### config.mk
export PLATFORM = sky130hd
export DESIGN_NAME = wb_select_stage
export DESIGN_NICKNAME = d
export VERILOG_FILES = /design/src/rtl/wb_select_stage.sv
export SDC_FILE = /design/constraint.sdc
export NUM_CORES = 1
export LEC_CHECK = 0
export ABC_AREA = 1
export BUFFER_PORTS_ARGS = -buffer_cell sky130_fd_sc_hd__buf_2
export CAP_MARGIN = 20
export CORE_MARGIN = 5
export CORE_UTILIZATION = 49
export DETAILED_ROUTE_END_ITERATION = 8
export PLACE_DENSITY = 0.8
export SLEW_MARGIN = 0
export SYNTH_ARGS = -nofsm -noshare
export SYNTH_HDL_FRONTEND = slang
export SYNTH_SLANG_ARGS = --single-unit
### constraint.sdc
create_clock -name clk -period 2.1 [get_ports clk]
set_clock_uncertainty 0.05 [all_clocks]
set_input_delay 0.21 -clock clk [delete_from_list [all_inputs] [get_ports clk]]
set_output_delay 0.21 -clock clk [all_outputs]
set_load 0.01 [all_outputs]
### src/rtl/wb_select_stage.sv
// Registered write-back stage: selects ALU / load / link / immediate result and
// drives a one-cycle register-file write pulse; loads wait for the memory response.
module wb_select_stage #(
    parameter int unsigned XLEN        = 32,
    parameter int unsigned RA_W        = 5,
    parameter int unsigned PC_INC      = 4,
    parameter int unsigned MEM_TIMEOUT = 0
) (
    input  logic            clk,
    input  logic            rst_n,
    input  logic            flush,
    input  logic            in_valid,
    output logic            in_ready,
    input  logic [1:0]      in_sel,
    input  logic            in_we,
    input  logic [RA_W-1:0] in_rd,
    input  logic [XLEN-1:0] in_pc,
    input  logic [XLEN-1:0] in_alu,
    input  logic [XLEN-1:0] in_imm,
    input  logic [2:0]      in_funct3,
    input  logic [1:0]      in_addr_lo,
    input  logic            mem_rvalid,
    input  logic [XLEN-1:0] mem_rdata,
    output logic            regW_en,
    output logic [RA_W-1:0] regW_addr,
    output logic [XLEN-1:0] regW_data,
    output logic            err_timeout
);

    localparam int unsigned CNT_W = (MEM_TIMEOUT < 2) ? 1 : $clog2(MEM_TIMEOUT + 1);

    typedef enum logic {
        S_IDLE = 1'b0,
        S_WAIT = 1'b1
    } state_t;

    state_t          state;
    logic [RA_W-1:0] ld_rd;
    logic            ld_we;
    logic [2:0]      ld_funct3;
    logic [1:0]      ld_addr_lo;
    logic [CNT_W-1:0] cnt;

    logic [XLEN-1:0] sel_data_c;
    logic [XLEN-1:0] load_data_c;
    logic [7:0]      ld_byte_c;
    logic [15:0]     ld_half_c;
    logic [31:0]     ld_word_c;
    logic            timeout_hit_c;

    assign in_ready = (state == S_IDLE);

    // Non-load result select; link address wraps modulo 2^XLEN
    always_comb begin
        sel_data_c = in_alu;
        case (in_sel)
            2'b10:   sel_data_c = in_pc + XLEN'(PC_INC);
            2'b11:   sel_data_c = in_imm;
            default: sel_data_c = in_alu;
        endcase
    end

    // Load alignment and extension; halves ignore addr_lo[0]
    always_comb begin
        ld_byte_c   = mem_rdata[{ld_addr_lo, 3'b000} +: 8];
        ld_half_c   = mem_rdata[{ld_addr_lo[1], 4'b0000} +: 16];
        ld_word_c   = mem_rdata[31:0];
        load_data_c = XLEN'($signed(ld_word_c));
        case (ld_funct3)
            3'b000:  load_data_c = XLEN'($signed(ld_byte_c));
            3'b001:  load_data_c = XLEN'($signed(ld_half_c));
            3'b100:  load_data_c = XLEN'(ld_byte_c);
            3'b101:  load_data_c = XLEN'(ld_half_c);
            default: load_data_c = XLEN'($signed(ld_word_c));
        endcase
    end

    assign timeout_hit_c = (MEM_TIMEOUT != 0) && (32'(cnt) == (MEM_TIMEOUT - 1));

    always_ff @(posedge clk or negedge rst_n) begin
        if (!rst_n) begin
            state       <= S_IDLE;
            ld_rd       <= '0;
            ld_we       <= 1'b0;
            ld_funct3   <= '0;
            ld_addr_lo  <= '0;
            cnt         <= '0;
            regW_en     <= 1'b0;
            regW_addr   <= '0;
            regW_data   <= '0;
            err_timeout <= 1'b0;
        end else begin
            regW_en     <= 1'b0;
            err_timeout <= 1'b0;
            case (state)
                S_IDLE: begin
                    if (in_valid && !flush) begin
                        if (in_sel == 2'b01) begin
                            ld_rd      <= in_rd;
                            ld_we      <= in_we;
                            ld_funct3  <= in_funct3;
                            ld_addr_lo <= in_addr_lo;
                            cnt        <= '0;
                            state      <= S_WAIT;
                        end else begin
                            regW_en   <= in_we && (in_rd != '0);
                            regW_addr <= in_rd;
                            regW_data <= sel_data_c;
                        end
                    end
                end
                S_WAIT: begin
                    // flush beats a same-cycle response; response beats timeout
                    if (flush) begin
                        state <= S_IDLE;
                    end else if (mem_rvalid) begin
                        regW_en   <= ld_we && (ld_rd != '0);
                        regW_addr <= ld_rd;
                        regW_data <= load_data_c;
                        state     <= S_IDLE;
                    end else if (timeout_hit_c) begin
                        err_timeout <= 1'b1;
                        state       <= S_IDLE;
                    end else begin
                        cnt <= cnt + CNT_W'(1);
                    end
                end
                default: state <= S_IDLE;
            endcase
        end
    end

endmodule

; ---- Word level (Yosys, flattened, before mapping)
; Cells that the tools add are included.
[op_classes]
addsub = 1
multipliers = 0
div_mod_pow = 0
magnitude_cmp = 0
n_eq_ne = 10
shifts = 2
mux = 22
bitwise_logic = 1
n_reduce_logical = 9
[ops]
columns = op, count
row1 = two-way mux 32 bit, 4
row2 = one-hot mux 32 bit (2 select lines), 2
row3 = one-hot mux 32 bit (4 select lines), 1
row4 = "adder 32 x 3 -> 32 bit, second input constant", 1
row5 = variable part select 32 x 6 -> 16 bit, 1
row6 = variable part select 32 x 6 -> 8 bit, 1
row7 = two-way mux 5 bit, 4
row8 = one-hot mux 5 bit (2 select lines), 1
row9 = nonzero test 5 bit, 2
row10 = two-way mux 1 bit, 8
row11 = "equality test 3 bit, second input constant", 2
row12 = "inequality test 2 bit, second input constant", 3
row13 = "equality test 2 bit, second input constant", 2
row14 = one-hot mux 1 bit (2 select lines), 2
row15 = AND reduction 4 bit, 1
row16 = "equality test 3 x 1 -> 1 bit, second input constant", 1
row17 = logical AND 1 bit, 3
row18 = zero test 3 bit, 1
row19 = AND reduction 3 bit, 1
row20 = "equality test 2 x 1 -> 1 bit, second input constant", 1
row21 = "inequality test 2 x 1 -> 1 bit, second input constant", 1
row22 = zero test 1 bit, 1
row23 = NOT 1 bit, 1
[totals]
ff_bits = 50
latch_bits = 0
mem_bits_rw = 0
mem_bits_ro = 0
inputBits = 146
out_inout_bits = 40
word_cells = 53
memories = 0

; ---- Depth between registers and ports, before layout
; Gate-level depths: netlist of run 1.
[logic_depth]
ltp_word = 5
ltp_mapped = 13
ltp_nobuf = 13

; ---- Worst setup path after synthesis of run 1
; Ideal clock, no wire load.
[synth_timing]
path_type = register to register
startpoint = reg ld_addr_lo[1]
endpoint = reg regW_data[4]
setup_time_ns = 0.131
t_arrival_ns = 1.288
required_time_ns = 1.919
setup_slack_ns = 0.631
path_stages_with_launch = 7
path_buffers = 2
period_less_slack_ns = 1.469
cell_sequence = dfrtp_1 -> buf_4 -> buf_2 -> a21oi_1 -> nor3_1 -> o211ai_1 -> a31oi_1
[synth_between]
elab_chain_len = 5
word_cells_on_any_way = 6
classes_between = 2 x shift / 4 x mux
[synth_rtl]
columns = element, line
row1 = start: declaration, 41  ; logic [1:0] ld_addr_lo;
row2 = start signal: assignment, 102  ; ld_addr_lo <= in_addr_lo;
row3 = variable part select 32 x 6 -> 16 bit or variable part select 32 x 6 -> 8 bit (tied branches), "66, 65"
row4 = one-hot mux 32 bit (4 select lines) (*), 69  ; case (ld_funct3)
row5 = two-way mux 32 bit (*), 116  ; end else if (mem_rvalid) begin
row6 = two-way mux 32 bit (*), 114  ; if (flush) begin
row7 = one-hot mux 32 bit (2 select lines) (*), 95  ; case (state)
row8 = end signal: assignment, 108  ; regW_data <= sel_data_c;
row9 = end signal: assignment, 119  ; regW_data <= load_data_c;
row10 = end: declaration, 26  ; output logic [XLEN-1:0] regW_data,
; Mark *: on every way between the ends. The rest lies on a longest branch, timed or not. The select of a mux whose other input is x is not followed.
; A chain may end at the register's enable or synchronous reset.

; ---- Worst setup path in the final report of run 1
[layout_timing]
startpoint = reg ld_addr_lo[0]
endpoint = reg regW_data[16]
[layout_between]
elab_chain_len = 5
[layout_rtl]
columns = element, line
row1 = variable part select 32 x 6 -> 8 bit, 65  ; ld_byte_c = mem_rdata[{ld_addr_lo, 3'b000} +: 8];
row2 = one-hot mux 32 bit (4 select lines), 69
row3 = two-way mux 32 bit, 116
row4 = two-way mux 32 bit, 114
row5 = one-hot mux 32 bit (2 select lines), 95
; No other way between the ends. The select of a mux whose other input is x is not followed.

==> results.ini, run 1 <==
[status]
status=finished clean

[critical_path]
crit_path_max_fanout=22
path_cells=nor2_1 -> nor2_1 -> o21ai_1 -> nand2_1 -> nand2_2 -> nand2_1 -> nor2_1 -> nand2_1 -> nand3_1 -> nand2_1
r2r_cells=10
crit_path_end_kind=register
r2r_end=regW_data[16]
critPathMaxStageDelay_ps=450
r2r_setup_slack_ps=350
critPathKind=register to register
worstPathRequired_ps=2260
critPathArrivalTime_ps=1910
cpMaxStageDelayCell=dfrtp_1
cp_common_cell=nand2_1
timing.rr.start=ld_addr_lo[0]
cp-start-kind=register

[min_path]
hold_start=mem_rvalid
whs_endpoint=state
hp-class=primary input to register
hold_depth=2

[floorplan]
core-area_mm2=0.008721
rows=34
start_util_pct=50.03
die_x_um=104.4
die_y_um=104.4
num_io_pins=186
die_area_mm2=0.01089

[yosys]
synthCells=712
syn-cell-area_mm2=0.004363
async_reset_ff_share_pct=100.0
synth-main-ff-cell=dfrtp_1
synth_seq_area_share_pct=28.68
yosysWarnings=0
synth-edff-count=0
synth_cell_types=44
syn_avg_cell_area_um2=6.128
ys_seq_elements=50
synth_nets=859

[finish]
final_util_pct=63.06
layout-drive-gt1-share_pct=28.89
nets=1032
antennaDiodeCount=0
post-route-cell-area_mm2=0.005499
fill_cells=862
synthToLayoutAreaGrowth_pct=26.04

[power_and_ir_drop]
internal_power_mw=2.060
power_density_mw_per_mm2=627.4
p_clk_share_pct=21.1
power_frac_comb_pct=41.3
leakagePower_nw=2.961
irDropWorstVdd_mv=0.4525
p_seq_share_pct=37.6
swShare_pct=40.30
p_switching_mw=1.391

[route]
vias=5510
viasPerCell=5.543
drt_wl_total_mm=16.96
dr.pass1.iters=5
detail_route.iter0.violations=459
drc_errors=0
wl_per_cell_um=17.06
ant_nets=0

[grt]
first_global_vias=5353
grt_overflow=0
antenna_found_initial=0
grt_pass1_wl_mm=26.97
grt_max_degree=34
grtUsageTotal_pct=30.04

[cts]
h-tree-depth=2
cts_tree=done
cts.sinks=50
ctsResizeCount=0
clk_pin_slew_ps=100
insertion_delay_ps=310
clockBufferDepth=2
cts_root_buffer=clkbuf_8
cts_buffers=5

[timing]
finalSetupTns_ps=0
hold_viol_final=0
tightest_slew_ps=626.8
layout_min_cycle_time_ps=1751
period_share_pct=83.38
maxSlewViolCount=0
rsz0062_at_grt=no
slew_headroom_pct=58.21
fmax_ghz=0.5711
setup_viol=0

[place]
gp_congestion=0.9967
placed_area_mm2=0.005371
dp_hpwl_mm=13.91
io_buffers=184

[job]
cap_viol_max_count=0

-- power by group through the flow --
stage               Combinational, mW  Sequential [mW]  Clock [mW]
finish                           1.42             1.30       0.728
detailed placement               1.42             1.31           0
global placement                 1.39             1.31           0
CTS                              1.42             1.30       0.742
global route                     1.58             1.32       0.772
floorplan                       0.775             1.35           0
-- cell type report --
| type | count | area, um^2 | share of cell area (%) |
|---|---|---|---|
| Timing Repair Buffer | 203 | 1079 | 19.61 |
| Clock buffer | 5 | 68.82 | 1.251 |
| Sequential cell | 50 | 1251 | 22.75 |
| Inverter | 70 | 262.8 | 4.778 |
| Multi-Input combinational cell | 555 | 2654 | 48.26 |
| Clock inverter | 3 | 48.80 | 0.8874 |
| Tap cell | 108 | 135.1 | 2.457 |
-- cells by family (layout without fill, tap and decap cells) --
logic type               count (synthesis)  in the layout  synth area share, %
AO/OA/AOI/OAI                          145            145                19.90
XOR/XNOR                                 1              1               0.2008
adder cells (fa/ha/maj)                  1              1               0.2867
other                                    1              1              0.08595
buffers and inverters                  107            281                10.50
AND/OR/NAND/NOR                        407            407                40.35
flip-flops                              50             50                28.68
-- stage by stage --
stage	setup slack (ps)	hold WS, ps	power (mW)	std cells
final	349.0	53.46	3.450	994
after global routing	132.1	42.65	3.677	994
after floorplan	631.0	-135.6	2.130	712
after CTS	367.3	43.41	3.459	994
after global placement	337.5	196.0	2.694	985
after detailed placement	344.0	205.1	2.727	985
-- state kept, by name, indices dropped and copies added (netlist names) --
| register | flops |
|---|---|
| regW_addr | 5 |
| regW_en | 1 |
| ld_we | 1 |
| ld_funct3 | 3 |
| ld_addr_lo | 2 |
| ld_rd | 5 |
| regW_data | 32 |
| state | 1 |
-- critical path: cells and delay by family, from the launching register on --
family	cells	cell delay, ps
simple gates	9	1070
compound gates	1	70
flops	1	450
-- repair_timing --
action / CTS / global route
setup buffers: 0 / 0
hold buffers: 1 / 0
endpoints found under the setup margin: 0 / 0
hold endpoints to repair: 23 / 0
-- layer usage --
metal	global-route usage [%]	vias to the layer above	part of all wire (%)
met5	0	-	0
li1	-	2701	-
met1	38.90	2495	40
met4	11.56	0	3.8
met3	5.773	37	8.7
met2	49.28	277	47
-- cells in the final DEF (no fill, tap or decap), types with 2 or more instances in the layout --
cell / n
or2_2: 2
nor2_1: 68
clkbuf_8: 5
nor3_1: 16
nand3_1: 68
nand2_2: 5
nand4_1: 6
o21ai_0: 36
nor2_2: 3
nand2_1: 228
a22o_1: 3
clkinv_1: 2
buf_4: 17
o21bai_1: 4
o21ai_1: 18
o21ai_2: 2
inv_2: 22
a21oi_1: 44
buf_2: 184
a31oi_1: 9
o211ai_1: 5
dfrtp_1: 50
nor2_4: 2
inv_1: 46
nand3_2: 3
a221oi_1: 17
-- how the worst max path moves through the flow --
stage,depth (start not counted),slack [ps],endpoint,start
5_1_grt,10,130,regW_data[30],ld_addr_lo[1]
3_3_place_gp,9,340,regW_data[13],in_pc[4]
4_1_cts,10,370,regW_data[16],ld_addr_lo[0]
3_5_place_dp,11,340,regW_data[28],in_pc[2]
6_report,10,350,regW_data[16],ld_addr_lo[0]
2_1_floorplan,6,630,regW_data[4],ld_addr_lo[1]
-- Yosys cell counts (all sizes together) (4+ instances only) --
library cell	n	area (um^2)
o21bai	4	30.03
o211ai	6	50.05
a221oi	17	148.9
nand2	234	898.4
dfrtp	50	1251
nor2	74	316.5
nor3	18	106.4
inv	68	255.3
o21ai	56	287.8
a21oi	44	220.2
a31oi	9	56.30
nand4	7	50.05
clkbuf	14	52.55
nand3	71	370.4
buf	23	142.6
(Power assumes the default switching activity.)
==> run 2, diff against run 1 <==
==> constraint.sdc (replaced) <==
create_clock -name clk -period 1.7 [get_ports clk]
set_clock_uncertainty 0.05 [all_clocks]
set_input_delay 0.17 -clock clk [delete_from_list [all_inputs] [get_ports clk]]
set_output_delay 0.17 -clock clk [all_outputs]
set_load 0.01 [all_outputs]
==> results.ini, run 2 (synthesis gave the netlist of run 1 again) <==
[critical_path]
cpMaxStageDelayCell=dfrtp_2  ; was dfrtp_1
crit_path_max_fanout=11  ; was 22
r2r_end=regW_data[1]  ; was regW_data[16]
r2r_setup_slack_ps=80  ; was 350 ps
crit_path_end_kind=register  ; unchanged
critPathKind=register to register  ; unchanged
critPathArrivalTime_ps=1800  ; was 1910 ps
cp_common_cell=o21ai_0  ; was nand2_1
timing.rr.start=ld_addr_lo[0]  ; unchanged
cp_num_buf_inv=1  ; was 0
critical_path_depth=7  ; was 10
cp_top_family=compound AO/OA/AOI/OAI gates  ; was simple AND/OR/NAND/NOR gates
r2r_cells=7  ; was 10
critPathMaxStageDelay_ps=440  ; was 450 ps
cp-start-kind=register  ; unchanged
path_cells=buf_4 -> nand2_2 -> o21ai_0 -> o21ai_0 -> a21oi_1 -> o21ai_0 -> a21oi_1  ; was nor2_1 -> nor2_1 -> o21ai_1 -> nand2_1 -> nand2_2 -> nand2_1 -> nor2_1 -> nand2_1 -> nand3_1 -> nand2_1
worstPathRequired_ps=1890  ; was 2260 ps

[job]
cap_viol_max_count=0  ; unchanged

[floorplan]
core-area_mm2=0.008721  ; unchanged
num_io_pins=186  ; unchanged
start_util_pct=50.03  ; unchanged
die_area_mm2=0.01089  ; unchanged
die_x_um=104.4  ; unchanged
rows=34  ; unchanged
die_y_um=104.4  ; unchanged

[timing]
layout_min_cycle_time_ps=1616  ; was 1751 ps
slew_headroom_pct=56.53  ; was 58.21%
hold_viol_final=0  ; unchanged
period_share_pct=95.07  ; was 83.38%
setup_ws_ps=83.79  ; was 349.0 ps
tightest_slew_ps=652.0  ; was 626.8 ps
fmax_ghz=0.6187  ; was 0.5711 GHz
setup_viol=0  ; unchanged
maxSlewViolCount=0  ; unchanged
hold_ws_ps=0.3223  ; was 53.46 ps

[place]
io_buffers=184  ; unchanged
dp_slack_ps=-48.32  ; was 344.0 ps
dp_hpwl_mm=13.58  ; was 13.91 mm
dp.cells=996  ; was 985
gp_congestion=0.9618  ; was 0.9967

[finish]
nets=1049  ; was 1,032
antennaDiodeCount=0  ; unchanged
final_util_pct=66.23  ; was 63.06%
final_common_cell=nand2_1  ; unchanged
largest_register_ffs=32  ; unchanged
top_register=regW_data  ; unchanged
layout-drive-gt1-share_pct=32.23  ; was 28.89%
fin_cells=1011  ; was 994
synthToLayoutAreaGrowth_pct=32.38  ; was 26.04%
final_cell_mix=nand2_1, buf_2, nor2_1  ; was nand2_1, buf_2, nor2_1, nand3_1, dfrtp_1
top_regs=regW_data (32), ld_rd (5), regW_addr (5)  ; unchanged
fill_cells=823  ; was 862

[route]
dr.pass1.iters=6  ; was 5
drc_errors=0  ; unchanged
ant_nets=0  ; unchanged
drt_wl_total_mm=16.74  ; was 16.96 mm
wl_per_cell_um=16.56  ; was 17.06 um
detail_route.iter0.violations=392  ; was 459
vias=5545  ; was 5,510
viasPerCell=5.485  ; was 5.543

[min_path]
hold_start=in_funct3[1]  ; was mem_rvalid
whs_endpoint=ld_funct3[1]  ; was state
hp-class=primary input to register  ; unchanged
hold_depth=3  ; was 2

[grt]
antenna_found_initial=0  ; unchanged
grt_max_degree=51  ; was 34
grtUsageTotal_pct=29.14  ; was 30.04%
first_global_vias=5329  ; was 5,353
grt_pass1_wl_mm=26.15  ; was 26.97 mm
grt_overflow=0  ; unchanged

[cts]
clockBufferDepth=2  ; unchanged
h-tree-depth=2  ; unchanged
cts_buffers=5  ; unchanged
cts_tree=done  ; unchanged
cts_root_buffer=clkbuf_8  ; unchanged
cts.sinks=50  ; unchanged
insertion_delay_ps=310  ; about the same
clk_pin_slew_ps=110  ; was 100 ps

[power_and_ir_drop]
irDropWorstVdd_mv=0.5919  ; was 0.4525 mV
power_density_mw_per_mm2=746.1  ; was 627.4 mW/mm^2
leakagePower_nw=3.095  ; was 2.961 nW
power_mw=4.309  ; was 3.450 mW

[status]
status=finished clean  ; unchanged

==> run 2: cell types whose count changed in the layout (fill, tap and decap cells not counted), moves of 3 or more <==
cell	previous run	this run
buf_4	17	26
o21ai_2	2	8
o21ai_1	18	13
buf_12	1	5
nand2_1	228	224
nand3_1	68	64
nand2_2	5	8
nand3_2	3	6
nor2_1	68	65
nor2_2	3	6
==> run 2: what timing repair did <==
action | in CTS | in global routing
setup endpoints to repair | 0 | 25
hold buffers | 2 | 0
hold endpoints to repair | 51 | 0
gates resized for setup | 0 | 26
buffers inserted | 0 | 3
==> run 2: where the power goes <==
part | switching [mW] | internal (mW)
combinational | 1.14 | 0.802
clock | 0.452 | 0.304
sequential | 0.175 | 1.44
==> run 2: area by class of cell <==
cell class / instances / area [um^2] / share of cell area [%]
flip-flops and latches: 50 / 1254 / 21.71
multi-input cells: 555 / 2726 / 47.21
repair buffers: 220 / 1297 / 22.47
clock inverters: 3 / 26.28 / 0.4549
clock buffers: 5 / 68.82 / 1.192
inverters: 70 / 267.8 / 4.636
well taps: 108 / 135.1 / 2.340
==> run 2: how the worst max path moves through the flow <==
stage,from,end,slack (ps)
CTS,state,in_ready,30
global placement,in_pc[2],regW_data[28],-5
global route,ld_addr_lo[1],regW_data[22],-30
detailed placement,in_pc[2],regW_data[28],-50
finish,ld_addr_lo[0],regW_data[1],80
floorplan,ld_addr_lo[1],regW_data[4],230
==> run 2: metrics by stage <==
| step | instance area [um^2] | TNS, ps |
|---|---|---|
| 2_1_floorplan | 4363 | 0 |
| 4_1_cts | 5619 | 0 |
| 3_3_place_gp | 5504 | -5.494 |
| 5_1_grt | 5776 | -42.84 |
| 3_5_place_dp | 5504 | -48.32 |
| 6_report | 5776 | 0 |
==> run 2: tightest hold or removal path, stage by stage <==
cell	delay [ps]
buf_2	70
nand2_1	40
o21ai_0	50
==> run 2: layer usage <==
layer	vias to the layer above	global-route usage (%)	part of all wire, %
met5	-	0	0
met4	0	10.55	3.4
met3	37	6.394	8.5
met2	261	48.05	48
met1	2514	37.31	40
li1	2733	-	-
==> run 3, diff against run 2 <==
--- a/config.mk
+++ b/config.mk
@@ -11,7 +11,8 @@
 export CORE_MARGIN = 5
 export CORE_UTILIZATION = 49
 export DETAILED_ROUTE_END_ITERATION = 8
-export PLACE_DENSITY = 0.8
+export GPL_TIMING_DRIVEN = 0
+export PLACE_DENSITY = 0.79
 export SLEW_MARGIN = 0
 export SYNTH_ARGS = -nofsm -noshare
 export SYNTH_HDL_FRONTEND = slang
==> results.ini, run 3 (synthesis gave the netlist of run 1 again) <==
[status]
status=finished with violations  ; was finished clean
violations=negative setup slack

[route]
viasPerCell=5.615  ; was 5.485
dr.pass1.iters=5  ; was 6
ant_nets=0  ; unchanged
wl_per_cell_um=17.61  ; was 16.56 um
drt_wl_total_mm=18.11  ; was 16.74 mm
drc_errors=0  ; unchanged
vias=5772  ; was 5,545
detail_route.iter0.violations=413  ; was 392

[cts]
cts.sinks=50  ; unchanged
clockBufferDepth=2  ; unchanged
insertion_delay_ps=300  ; was 310 ps
cts_root_buffer=clkbuf_8  ; unchanged
cts_tree=done  ; unchanged
clk_pin_slew_ps=100  ; was 110 ps
h-tree-depth=2  ; unchanged
cts_buffers=5  ; unchanged

[finish]
final_cell_mix=nand2_1, buf_2, nor2_1, nand3_1, dfrtp_1  ; was nand2_1, buf_2, nor2_1
nets=1066  ; was 1,049
antennaDiodeCount=0  ; unchanged
largest_register_ffs=32  ; unchanged
layout-drive-gt1-share_pct=32.28  ; was 32.23%
top_regs=regW_data (32), ld_rd (5), regW_addr (5)  ; unchanged
final_util_pct=66.43  ; was 66.23%
fill_cells=823  ; unchanged
final_common_cell=nand2_1  ; unchanged
synthToLayoutAreaGrowth_pct=32.78  ; was 32.38%
top_register=regW_data  ; unchanged

[floorplan]
die_y_um=104.4  ; unchanged
num_io_pins=186  ; unchanged
die_x_um=104.4  ; unchanged
die_area_mm2=0.01089  ; unchanged
rows=34  ; unchanged
core-area_mm2=0.008721  ; unchanged
start_util_pct=50.03  ; unchanged

[grt]
first_global_vias=5506  ; was 5,329
antenna_found_initial=0  ; unchanged
grt_pass1_wl_mm=27.98  ; was 26.15 mm
grt_overflow=0  ; unchanged
grt_max_degree=51  ; unchanged
grtUsageTotal_pct=31.27  ; was 29.14%

[place]
dp_slack_ps=-132.5  ; was -48.32 ps
io_buffers=184  ; unchanged
dp_hpwl_mm=14.62  ; was 13.58 mm
gp_congestion=0.9951  ; was 0.9618

[critical_path]
startpoint=ld_addr_lo[1]  ; was ld_addr_lo[0]
r2r_cells=8  ; was 7
worstPathRequired_ps=1840  ; was 1890 ps
critPathKind=register to register  ; unchanged
cp-start-kind=register  ; unchanged
critPathArrivalTime_ps=1860  ; was 1800 ps
timing.rr.start=ld_addr_lo[1]  ; was ld_addr_lo[0]
crit_path_end_kind=register  ; unchanged
crit_path_max_fanout=5  ; was 11

[power_and_ir_drop]
leakagePower_nw=3.104  ; was 3.095 nW
power_mw=4.386  ; was 4.309 mW
irDropWorstVdd_mv=0.5426  ; was 0.5919 mV
power_density_mw_per_mm2=757.1  ; was 746.1 mW/mm^2

[timing]
layout_min_cycle_time_ps=1715  ; was 1616 ps
setup_viol=1  ; was 0
setup_ws_ps=-14.97  ; was 83.79 ps
tightest_slew_ps=589.1  ; was 652.0 ps
fmax_ghz=0.5831  ; was 0.6187 GHz
hold_viol_final=0  ; unchanged
slew_headroom_pct=60.73  ; was 56.53%
maxSlewViolCount=0  ; unchanged
rsz0062_at_grt=yes
period_share_pct=100.9  ; was 95.07%

[min_path]
hp-class=primary input to register  ; unchanged
hold_start=in_funct3[1]  ; unchanged
hold_depth=3  ; unchanged

[job]
cap_viol_max_count=0  ; unchanged

==> run 3: cell types whose count changed in the layout (fill, tap and decap cells not counted), sizes merged <==
cell / delta
clkinvlp: +1
dlygate4sd3: -1
clkbuf: +12
buf: +7
inv: -1
clkinv: -1
==> run 3: timing repair <==
action,4_1_cts,5_1_grt
gates resized for setup,13,43
hold endpoints to repair,0,9
hold buffers,0,1
setup endpoints to repair,45,44
buffers inserted,0,10
pin swaps,0,7
cloned,0,5
==> run 3: per-layer routing <==
metal / track usage (%) / share of wire, %
met5: 0 / 0
met2: 49.91 / 47
met1: 43.24 / 42
met4: 9.158 / 2.8
met3: 5.400 / 8.8
==> run 3: where the power goes <==
group	total [mW]	internal (mW)	switching, mW	leakage (nW)
registers	1.61	1.44	0.170	0.602
logic	2.02	0.803	1.22	2.45
clock network	0.757	0.336	0.421	0.0478
total	4.39	2.58	1.81	3.10
==> run 3: worst max-delay path, stage by stage (launching register included) <==
cell and delay (ps):
dfrtp_1 430, buf_6 150, buf_4 130, nor2_1 160, a21oi_1 70, o21ai_0 300
a21oi_1 120, o21ai_0 110, a21oi_1 100
==> run 3: stage by stage <==
step	setup TNS, ps	std cells	hold WS [ps]	area (um^2)
final	-14.97	1028	17.15	5793
after global routing	-266.0	1028	11.14	5793
after CTS	0	1012	14.52	5559
after detailed placement	-2884	1004	336.0	5419
after global placement	-870.3	1004	328.4	5419
after floorplan	0	712	-175.6	4363
==> run 3: final cells by class <==
cell class                      count  area, um^2  share of cell area [%]
Buffer                             36       240.2                   4.147
Clock buffer                        6       82.58                   1.425
Clock inverter                      2       16.27                  0.2808
Inverter                           70       267.8                   4.622
Multi-Input combinational cell    555        2736                   47.24
Sequential cell                    50        1252                   21.62
Tap cell                          108       135.1                   2.333
Timing Repair Buffer              201        1062                   18.34
==> run 3: worst paths after layout <==
kind	slack [ps]	endpoint
setup / recovery	-10	regW_data[6]
hold / removal	20	ld_funct3[1]
setup reg to reg	-10	regW_data[6]
hold reg to reg	430	regW_data[22]
max in group asynchronous	880	ld_addr_lo[0]
min in group asynchronous	210	regW_data[22]
